==> config.mk <==
export PLATFORM = sky130hd
export DESIGN_NAME = scanner_scheduler
export DESIGN_NICKNAME = d
export VERILOG_FILES = /design/src/rtl/scanner_pkg.sv /design/src/rtl/scanner_unit.sv /design/src/rtl/scanner_scheduler.sv
export SDC_FILE = /design/constraint.sdc
export NUM_CORES = 1
export LEC_CHECK = 0
export CAP_MARGIN = 25
export CORE_ASPECT_RATIO = 0.7
export CORE_UTILIZATION = 57
export CTS_BUF_LIST = sky130_fd_sc_hd__clkbuf_8
export CTS_CLUSTER_SIZE = 24
export DETAILED_ROUTE_END_ITERATION = 8
export GPL_ROUTABILITY_DRIVEN = 1
export PLACE_DENSITY = 0.86
export SETUP_SLACK_MARGIN = 0.05
export SLEW_MARGIN = 40
export SYNTH_ARGS = -nofsm -noshare
export SYNTH_HDL_FRONTEND = slang
export SYNTH_SLANG_ARGS = --single-unit
==> constraint.sdc <==
create_clock -name clk -period 2.3 [get_ports clk]
set_input_delay 0.345 -clock clk [delete_from_list [all_inputs] [get_ports clk]]
set_output_delay 0.345 -clock clk [all_outputs]
set_load 0.05 [all_outputs]
==> src/rtl/scanner_pkg.sv <==
// Shared definitions for the two-scanner sequencing controller:
// state codes, HEX glyphs and default sizing.
package scanner_pkg;

    typedef enum logic [3:0] {
        ST_LOW_POWER    = 4'b0000,
        ST_STANDBY      = 4'b0001,
        ST_COLLECTING   = 4'b0010,
        ST_IDLE         = 4'b0011,
        ST_TRANSFERRING = 4'b0100,
        ST_FLUSHING     = 4'b0101
    } scan_state_e;

    localparam int BUF_DEPTH_DEF       = 10;
    localparam int STANDBY_AT_DEF      = 8;
    localparam int STANDBY_TIMEOUT_DEF = 16;

    // Active-low seven-segment glyphs, bit order gfedcba
    localparam logic [6:0] HEX_0     = 7'b1000000;
    localparam logic [6:0] HEX_1     = 7'b1111001;
    localparam logic [6:0] HEX_2     = 7'b0100100;
    localparam logic [6:0] HEX_3     = 7'b0110000;
    localparam logic [6:0] HEX_4     = 7'b0011001;
    localparam logic [6:0] HEX_5     = 7'b0010010;
    localparam logic [6:0] HEX_6     = 7'b0000010;
    localparam logic [6:0] HEX_7     = 7'b1111000;
    localparam logic [6:0] HEX_8     = 7'b0000000;
    localparam logic [6:0] HEX_9     = 7'b0010000;
    localparam logic [6:0] HEX_DASH  = 7'b0111111;
    localparam logic [6:0] HEX_CLEAR = 7'b1111111;
    localparam logic [6:0] HEX_L     = 7'b1000111;
    localparam logic [6:0] HEX_S     = 7'b0010010;
    localparam logic [6:0] HEX_C     = 7'b1000110;
    localparam logic [6:0] HEX_D     = 7'b0100001;
    localparam logic [6:0] HEX_T     = 7'b0000111;
    localparam logic [6:0] HEX_F     = 7'b0001110;

    // Letter shown on the HEX display for a scanner state
    function automatic logic [6:0] state_glyph(input scan_state_e s);
        logic [6:0] g;
        g = HEX_DASH;
        unique case (s)
            ST_LOW_POWER:    g = HEX_L;
            ST_STANDBY:      g = HEX_S;
            ST_COLLECTING:   g = HEX_C;
            ST_IDLE:         g = HEX_D;
            ST_TRANSFERRING: g = HEX_T;
            ST_FLUSHING:     g = HEX_F;
            default:         g = HEX_DASH;
        endcase
        return g;
    endfunction

endpackage

==> src/rtl/scanner_unit.sv <==
// One scanner: state machine, buffer fill counter and standby timeout.
// Driven by decoded wake/start/flush/grant commands from the scheduler.
module scanner_unit
    import scanner_pkg::*;
#(
    parameter int BUF_DEPTH       = BUF_DEPTH_DEF,
    parameter int STANDBY_AT      = STANDBY_AT_DEF,
    parameter int STANDBY_TIMEOUT = STANDBY_TIMEOUT_DEF
) (
    input  logic        clk,
    input  logic        reset,
    input  logic        wake,
    input  logic        start,
    input  logic        flush,
    input  logic        grant,
    input  logic        tick,
    output scan_state_e state,
    output logic [3:0]  fill,
    output logic        hit_standby,
    output logic        hit_full
);

    localparam logic [3:0] FULL  = 4'(BUF_DEPTH);
    localparam logic [3:0] SB_AT = 4'(STANDBY_AT);
    localparam int         TW    = $clog2(STANDBY_TIMEOUT + 1);
    localparam logic [TW-1:0] TMO_LAST = TW'(STANDBY_TIMEOUT - 1);

    scan_state_e   state_q, state_d;
    logic [3:0]    fill_q, fill_d;
    logic [3:0]    fill_inc;
    logic [TW-1:0] tmo_q, tmo_d;

    assign fill_inc = fill_q + 4'd1;

    // State, fill and timeout registers
    always_ff @(posedge clk or posedge reset) begin
        if (reset) begin
            state_q <= ST_LOW_POWER;
            fill_q  <= 4'd0;
            tmo_q   <= '0;
        end else begin
            state_q <= state_d;
            fill_q  <= fill_d;
            tmo_q   <= tmo_d;
        end
    end

    // Next state and counter updates
    always_comb begin
        state_d = state_q;
        fill_d  = fill_q;
        tmo_d   = tmo_q;
        unique case (state_q)
            ST_LOW_POWER: begin
                if (start) begin
                    state_d = ST_COLLECTING;
                end else if (wake) begin
                    state_d = ST_STANDBY;
                    tmo_d   = '0;
                end
            end
            ST_STANDBY: begin
                if (start) begin
                    state_d = ST_COLLECTING;
                    tmo_d   = '0;
                end else if (tmo_q == TMO_LAST) begin
                    state_d = ST_LOW_POWER;
                    tmo_d   = '0;
                end else begin
                    tmo_d = tmo_q + 1'b1;
                end
            end
            ST_COLLECTING: begin
                if (tick) begin
                    fill_d = fill_inc;
                    if (fill_inc == FULL) begin
                        state_d = ST_IDLE;
                    end
                end
            end
            ST_IDLE: begin
                if (grant) begin
                    state_d = ST_TRANSFERRING;
                end else if (flush) begin
                    state_d = ST_FLUSHING;
                end
            end
            ST_FLUSHING: begin
                if (fill_q <= 4'd1) begin
                    fill_d  = 4'd0;
                    state_d = ST_COLLECTING;
                end else begin
                    fill_d = fill_q - 4'd1;
                end
            end
            ST_TRANSFERRING: begin
                if (fill_q <= 4'd1) begin
                    fill_d  = 4'd0;
                    state_d = ST_LOW_POWER;
                end else begin
                    fill_d = fill_q - 4'd1;
                end
            end
            default: begin
                state_d = ST_LOW_POWER;
                fill_d  = 4'd0;
                tmo_d   = '0;
            end
        endcase
    end

    // Status and fill-threshold events for the scheduler
    always_comb begin
        state       = state_q;
        fill        = fill_q;
        hit_standby = (state_q == ST_COLLECTING) && tick && (fill_inc == SB_AT);
        hit_full    = (state_q == ST_COLLECTING) && tick && (fill_inc == FULL);
    end

endmodule

==> src/rtl/scanner_scheduler.sv <==
// Two-scanner scheduler: scan target selection, transfer link arbitration,
// data-age tracking and standby pulses between the scanners.
module scanner_scheduler
    import scanner_pkg::*;
#(
    parameter int BUF_DEPTH       = BUF_DEPTH_DEF,
    parameter int STANDBY_AT      = STANDBY_AT_DEF,
    parameter int STANDBY_TIMEOUT = STANDBY_TIMEOUT_DEF
) (
    input  logic       clk,
    input  logic       reset,
    input  logic       startScan,
    input  logic       startTransfer,
    input  logic       sample_tick,
    output logic [3:0] scan_1_state,
    output logic [3:0] scan_2_state,
    output logic [3:0] scan_1_fill,
    output logic [3:0] scan_2_fill,
    output logic       scan_1_transfer_me,
    output logic       scan_2_transfer_me,
    output logic       scan_1_go_to_standby,
    output logic       scan_2_go_to_standby,
    output logic       scan_1_flush,
    output logic       scan_2_flush,
    output logic       link_busy
);

    localparam logic [3:0] FULL = 4'(BUF_DEPTH);

    scan_state_e st1, st2;
    logic [3:0]  fill1, fill2;
    logic        sb_hit1, sb_hit2, full1, full2;
    logic        gts1_q, gts1_d, gts2_q, gts2_d;
    logic        old2_q, old2_d;
    logic        grant1, grant2, start1, start2, flush1, flush2;
    logic        idle1, idle2, busy, scan_ok;

    scanner_unit #(
        .BUF_DEPTH       (BUF_DEPTH),
        .STANDBY_AT      (STANDBY_AT),
        .STANDBY_TIMEOUT (STANDBY_TIMEOUT)
    ) u_scan1 (
        .clk         (clk),
        .reset       (reset),
        .wake        (gts1_q),
        .start       (start1),
        .flush       (flush1),
        .grant       (grant1),
        .tick        (sample_tick),
        .state       (st1),
        .fill        (fill1),
        .hit_standby (sb_hit1),
        .hit_full    (full1)
    );

    scanner_unit #(
        .BUF_DEPTH       (BUF_DEPTH),
        .STANDBY_AT      (STANDBY_AT),
        .STANDBY_TIMEOUT (STANDBY_TIMEOUT)
    ) u_scan2 (
        .clk         (clk),
        .reset       (reset),
        .wake        (gts2_q),
        .start       (start2),
        .flush       (flush2),
        .grant       (grant2),
        .tick        (sample_tick),
        .state       (st2),
        .fill        (fill2),
        .hit_standby (sb_hit2),
        .hit_full    (full2)
    );

    // Standby pulses and data-age bit (old2 set: scanner 2 holds older data)
    always_ff @(posedge clk or posedge reset) begin
        if (reset) begin
            gts1_q <= 1'b0;
            gts2_q <= 1'b0;
            old2_q <= 1'b0;
        end else begin
            gts1_q <= gts1_d;
            gts2_q <= gts2_d;
            old2_q <= old2_d;
        end
    end

    // Link arbitration first, then scan target selection on the remainder
    always_comb begin
        gts1_d  = sb_hit2;
        gts2_d  = sb_hit1;
        old2_d  = full1 ? 1'b1 : (full2 ? 1'b0 : old2_q);
        idle1   = (st1 == ST_IDLE);
        idle2   = (st2 == ST_IDLE);
        busy    = (st1 == ST_TRANSFERRING) || (st2 == ST_TRANSFERRING);
        grant1  = startTransfer && !busy && idle1 && (!idle2 || !old2_q);
        grant2  = startTransfer && !busy && idle2 && (!idle1 || old2_q);
        scan_ok = startScan
                  && (st1 != ST_COLLECTING) && (st1 != ST_FLUSHING)
                  && (st2 != ST_COLLECTING) && (st2 != ST_FLUSHING);
        start1  = 1'b0;
        start2  = 1'b0;
        flush1  = 1'b0;
        flush2  = 1'b0;
        if (scan_ok) begin
            if (st1 == ST_STANDBY) begin
                start1 = 1'b1;
            end else if (st2 == ST_STANDBY) begin
                start2 = 1'b1;
            end else if (st1 == ST_LOW_POWER) begin
                start1 = 1'b1;
            end else if (st2 == ST_LOW_POWER) begin
                start2 = 1'b1;
            end else if (idle1 && !grant1 && idle2 && !grant2) begin
                flush1 = !old2_q;
                flush2 = old2_q;
            end else if (idle1 && !grant1) begin
                flush1 = 1'b1;
            end else if (idle2 && !grant2) begin
                flush2 = 1'b1;
            end
        end
    end

    // Status outputs decoded straight from registered state
    always_comb begin
        scan_1_state         = st1;
        scan_2_state         = st2;
        scan_1_fill          = fill1;
        scan_2_fill          = fill2;
        scan_1_transfer_me   = idle1 && (fill1 == FULL);
        scan_2_transfer_me   = idle2 && (fill2 == FULL);
        scan_1_go_to_standby = gts1_q;
        scan_2_go_to_standby = gts2_q;
        scan_1_flush         = (st1 == ST_FLUSHING);
        scan_2_flush         = (st2 == ST_FLUSHING);
        link_busy            = busy;
    end

endmodule

== After elaboration in Yosys (flattened, before gate mapping) ==
Index checks and enable logic that the tools add are counted.
W data, S select, Z words.
Storage, ports and cells
  flip-flop bits (word level): 29
  bits in latches: 0
  input bits: 5
  memory bits (read-only): 0
  memories kept: 0
  logic and storage cells: 170
  output and inout bits: 23
  bits in writable memories: 0
Operators by class
  $mul: 0
  $lt $le $gt $ge: 2
  bitwise logic cells: 4
  equality and inequality tests: 40
  $add $sub $neg: 6
  mux-type cells: 64
  divide/modulo/power cells: 0
  reductions and logical operators: 45
  shift-type cells: 0
Operator list (number)
  $mux W4: 24
  $pmux W4 S6: 2
  $mux W5: 8
  $pmux W5 S3: 2
  $mux W1: 26
  $eq A4 B4 Y1 const B: 6
  $pmux W4 S3: 2
  $logic_and A1 B1 Y1: 21
  $eq A4 B2 Y1 const B: 4
  $eq A4 B3 Y1 const B: 4
  $reduce_and A7 Y1: 2
  $ne A2 B1 Y1 const B: 6
  $ne A2 B2 Y1 const B: 6
  $ne A3 B3 Y1 const B: 4
  $add A5 B1 Y5 const B: 2
  $eq A5 B4 Y1 const B: 2
  $add A4 B1 Y4 const B: 2
  $eq A4 B1 Y1 const B: 2
  $le A4 B1 Y1 const B: 2
  $logic_not A4 Y1: 2
  $ne A4 B2 Y1 const B: 2
  $ne A4 B3 Y1 const B: 2
  $reduce_or A4 Y1: 2
  $sub A4 B1 Y4 const B: 2
  9 further kinds: 24

== Depth between registers and ports, before layout ==
  depth in word-level cells: 19
  mapped depth: 7
  gate-level depth less buffers: 7

== Modules after synthesis ==
From an unflattened synthesis, not the netlist that was laid out.
Second synthesis, totals
  cells, all modules: 250
  area total of the unflattened synthesis: 2203.4 µm²
Modules (own cells, without submodules)
  scanner_unit (u_scan2): times used 1, cells an instance 106, area an instance 945.9 µm², sequential area each 300.3 µm²
  scanner_unit (u_scan1): times used 1, cells an instance 100, area an instance 908.4 µm², sequential area each 300.3 µm²
  scanner_scheduler: times used 1, cells an instance 44, area an instance 349.1 µm², sequential area each 75.1 µm²

== Worst setup path after synthesis ==
Ideal clock, no wire load.
  kind: reg2out
  from: register u_scan2.state_q[0] (netlist: u_scan2.state[0])
  to: output port scan_2_transfer_me
  data required time: 1955 ps
  arrival time: 1895 ps
  setup slack: 60 ps
  cell stages (with the launch flop): 5
  buffers on the path: 2
  cells stage by stage: dfrtp_1 buf_6 clkbuf_1 nand2_1 nor2_1
On the way
  cells in the longest elaborated chain, start to end: 2
RTL lines
  start, declared: RTL line scanner_unit.sv:28  | scan_state_e state_q, state_d;
  start signal, assigned: RTL line scanner_unit.sv:42  | state_q <= state_d;
  $eq A4 B2 Y1: RTL line scanner_scheduler.sv:93  | idle2 = (st2 == ST_IDLE);
  $logic_and A1 B1 Y1: RTL line scanner_scheduler.sv:131  | scan_2_transfer_me = idle2 && (fill2 == FULL);
  end, declared: RTL line scanner_scheduler.sv:20  | output logic scan_2_transfer_me,
Every way passes these cells.

== Worst setup path in the final report ==
  from: register u_scan1.state_q[1] (netlist: u_scan1.state[1])
  to: output port scan_1_state[1]
RTL lines
  start, declared: RTL line scanner_unit.sv:28
  start signal, assigned: RTL line scanner_unit.sv:42
  end, declared: RTL line scanner_scheduler.sv:15  | output logic [3:0] scan_1_state,
No word-level cell between the ends.

==> flow_summary.json <==
{
  "ant_nets": 0,
  "drtIter0Drc": 111,
  "first_pass_iters": 4,
  "ys_warn_count": 0,
  "core_mm2": 0.003536,
  "netSwitchingFraction": 0.5174,
  "setup_tns_ns": 0,
  "power.density_mw_per_mm2": 1394,
  "worst-path-buf-inv": 1,
  "pin_count": 28,
  "p_sw_mw": 1.765,
  "slowest_delay_ns": 0.90,
  "synth_edf_count": 0,
  "ff_latch_area_um2": 676.9,
  "avgRoutedWirePerCell_um": 15.12,
  "layout_common_cells": "dfrtp_1, clkdlybuf4s50_1, nand2_1, nor2_1, ha_1",
  "final_common_cell": "dfrtp_1",
  "drc_errors": 0,
  "finClkSkew_ns": 0.009849,
  "dp_hpwl_um": 3312,
  "via_count": 1832,
  "slew_violations": 0,
  "cpMaxStageDelayCell": "clkdlybuf4s50_1",
  "syn_inst": 235,
  "totalWireLength_um": 4642,
  "grt_max_degree": 28,
  "multi_input_area_mm2": 0.001297,
  "clk_path_buf_depth": 2,
  "async_reset_ff_frac": 1.000,
  "max_cap_viol_count": 0,
  "port_buffers": 25,
  "cellLeakagePower_nw": 1.066,
  "start_util": 0.5994,
  "fin_crit_sh": 0.9513,
  "period_needed_ns": 2.188,
  "avgSynthCellArea_um2": 9.019,
  "num-fill-cells": 304,
  "max_freq_ghz": 0.4570,
  "setup_violations": 0,
  "path_class": "reg2out",
  "ys_ff_latch": 27,
  "htreeDepth": 1,
  "cts.sinks": 27,
  "path_cells": "clkdlybuf4s50_1",
  "cp-end-kind": "primary output",
  "row_count": 18,
  "cp-start-kind": "register",
  "viasPerCell": 5.967,
  "power_mw": 3.411,
  "dieArea_mm2": 0.003970,
  "cp_max_fo": 17,
  "diodes": 0,
  "peakVddDrop_mv": 0.8900,
  "worstHoldPathType": "in2async",
  "insertion_delay_ns": 0.29,
  "syn_area_mm2": 0.002120,
  "place_congestion": 0.8601,
  "ys.flop_type": "dfrtp_1",
  "die_h_um": 53.02,
  "synth.distinct_cells": 60,
  "overflow": 0,
  "grt_pass1_wl_um": 7714,
  "status": "complete, no violations",
  "seq_power_share": 0.290,
  "tightestPinTransition_ns": 0.5997,
  "numCtsBuffers": 3,
  "finalNetCount": 277,
  "cpLargestDelayFamily": "buffers and inverters",
  "die_x_um": 74.89,
  "slew_headroom": 0.5968,
  "tritoncts": "built",
  "clk_pin_slew_ns": 0.11,
  "area_growth_syn_to_layout_pct": 15.47,
  "p_int_mw": 1.646,
  "grt_antenna_before_repair": 0,
  "critical_path_required_ns": 1.96,
  "hold_viol": 0,
  "grt_pass1_vias": 1636,
  "ys_seq_area_frac": 0.3188,
  "worst_ep_arrival_time_ns": 1.84,
  "power.share.clock": 0.086,
  "rsz0062_at_grt": "false",
  "clockRootBuffer": "clkbuf_8",
  "track_usage": 0.2593,
  "pwr-share-comb": 0.625,
  "cts_hold_buffers": 0,
  "layout-drive-gt1-share": 0.1362
}
## area by class of cell
| cell class | count | share of cell area |
|---|---|---|
| Timing Repair Buffer | 31 | 0.1278 |
| Sequential cell | 27 | 0.2766 |
| Inverter | 13 | 0.01994 |
| Clock buffer | 3 | 0.01687 |
| Multi-Input combinational cell | 182 | 0.5302 |
| Clock inverter | 1 | 0.003067 |
| Tap cell | 50 | 0.02556 |
## worst min-delay path, stage by stage
cell and delay [ns]:
clkdlybuf4s50_1 0.39, inv_1 0.05, buf_4 0.33
## stage by stage
step | hold WS, ns | instances | cell area [um2] | utilization | setup WS [ns]
2_1_floorplan | 0.3977 | 236 | 2123 | - | 0.05996
3_3_place_gp | 0.4755 | 303 | 2392 | 0.6766 | 0.2798
3_5_place_dp | 0.4918 | 303 | 2392 | 0.6766 | 0.2364
4_1_cts | 0.4278 | 307 | 2441 | 0.6904 | 0.05782
5_1_grt | 0.4931 | 307 | 2447 | 0.6921 | 0.06653
6_report | 0.4164 | 307 | 2447 | 0.6921 | 0.1120
## synth_stat cells, types with 2 or more instances
library cell	instances	area share
buf_2	3	0.0071
mux2_2	2	0.011
o31a_1	3	0.012
mux2i_1	4	0.019
a21oi_1	13	0.031
and2_1	2	0.0059
or3b_1	3	0.012
and3_1	4	0.012
buf_6	4	0.021
a21o_1	2	0.0071
o21ai_0	11	0.026
a211o_1	3	0.012
a31oi_1	6	0.018
a31oi_4	2	0.020
o21a_1	3	0.011
nand4_1	2	0.0059
nand2_1	16	0.028
o22ai_1	5	0.015
ha_1	14	0.083
nor2b_1	4	0.012
nor2_1	14	0.025
inv_1	13	0.023
nor3_1	7	0.017
or3b_4	2	0.011
buf_4	4	0.014
nand3_1	7	0.017
o31ai_1	2	0.0071
xnor2_1	5	0.021
nand4b_1	3	0.012
dfrtp_1	27	0.32
xor2_1	3	0.012
or4_1	2	0.0071
nand3b_1	2	0.0071
or2_2	5	0.015
clkbuf_1	3	0.0053
nand2b_1	6	0.018
## power by group through the flow
stage          registers [mW]  clock network [mW]  logic (mW)
4_1_cts                 0.979               0.299        2.13
6_report                0.988               0.292        2.13
3_5_place_dp            0.987                   0        2.12
3_3_place_gp            0.978                   0        2.08
5_1_grt                  1.03               0.311        2.32
2_1_floorplan            1.17                   0        1.42
## cell families after synthesis
group	Yosys count	synth area share
buffers and inverters	27	0.07084
and+or+nand+nor	87	0.2338
AOI/OAI and AO/OA	65	0.2296
muxes	6	0.02952
xor gates and xnor gates	8	0.03306
DFF	27	0.3188
adders and majority gates	14	0.08265
other	1	0.001769
## state kept, by name, indices dropped and copies added (netlist names)
signal	count
u_scan1.state	3
u_scan1.fill	4
u_scan2.tmo_q	5
old2_q	1
u_scan2.state	3
u_scan2.fill	4
scan_1_go_to_standby	1
scan_2_go_to_standby	1
u_scan1.tmo_q	5
## path summary, 6_finish.rpt
path                                              startpoint                            to  slack [ns]  depth (start not counted)
worst max-delay path            u_scan1.state[1]$_DFFE_PP0P_               scan_1_state[1]        0.11                          1
worst min-delay path                                   reset  u_scan1.tmo_q[4]$_DFFE_PP0P_        0.42                          3
worst max register to register   u_scan2.fill[0]$_DFFE_PP0P_  u_scan2.state[0]$_DFFE_PP0P_        0.28                          7
worst min register to register  u_scan1.tmo_q[0]$_DFFE_PP0P_  u_scan1.tmo_q[0]$_DFFE_PP0P_        0.52                          1
max in group asynchronous                              reset  u_scan1.state[2]$_DFFE_PP0P_        1.59                          3
min in group clk                u_scan1.tmo_q[0]$_DFFE_PP0P_  u_scan1.tmo_q[0]$_DFFE_PP0P_        0.52                          1
## metal layers
metal,track usage,part of all wire,vias to the layer above
met3,0.04762,0.065,5
li1,-,-,888
met4,0.06604,0.0082,0
met5,0,0,-
met2,0.3949,0.45,51
met1,0.3759,0.48,888
## repair_timing
item | 4_1_cts | 5_1_grt
setup endpoints to repair | 0 | 3
hold endpoints to repair | 0 | 0
buffers inserted | 0 | 0
resized for setup | 0 | 3
(Power assumes the default switching activity.)
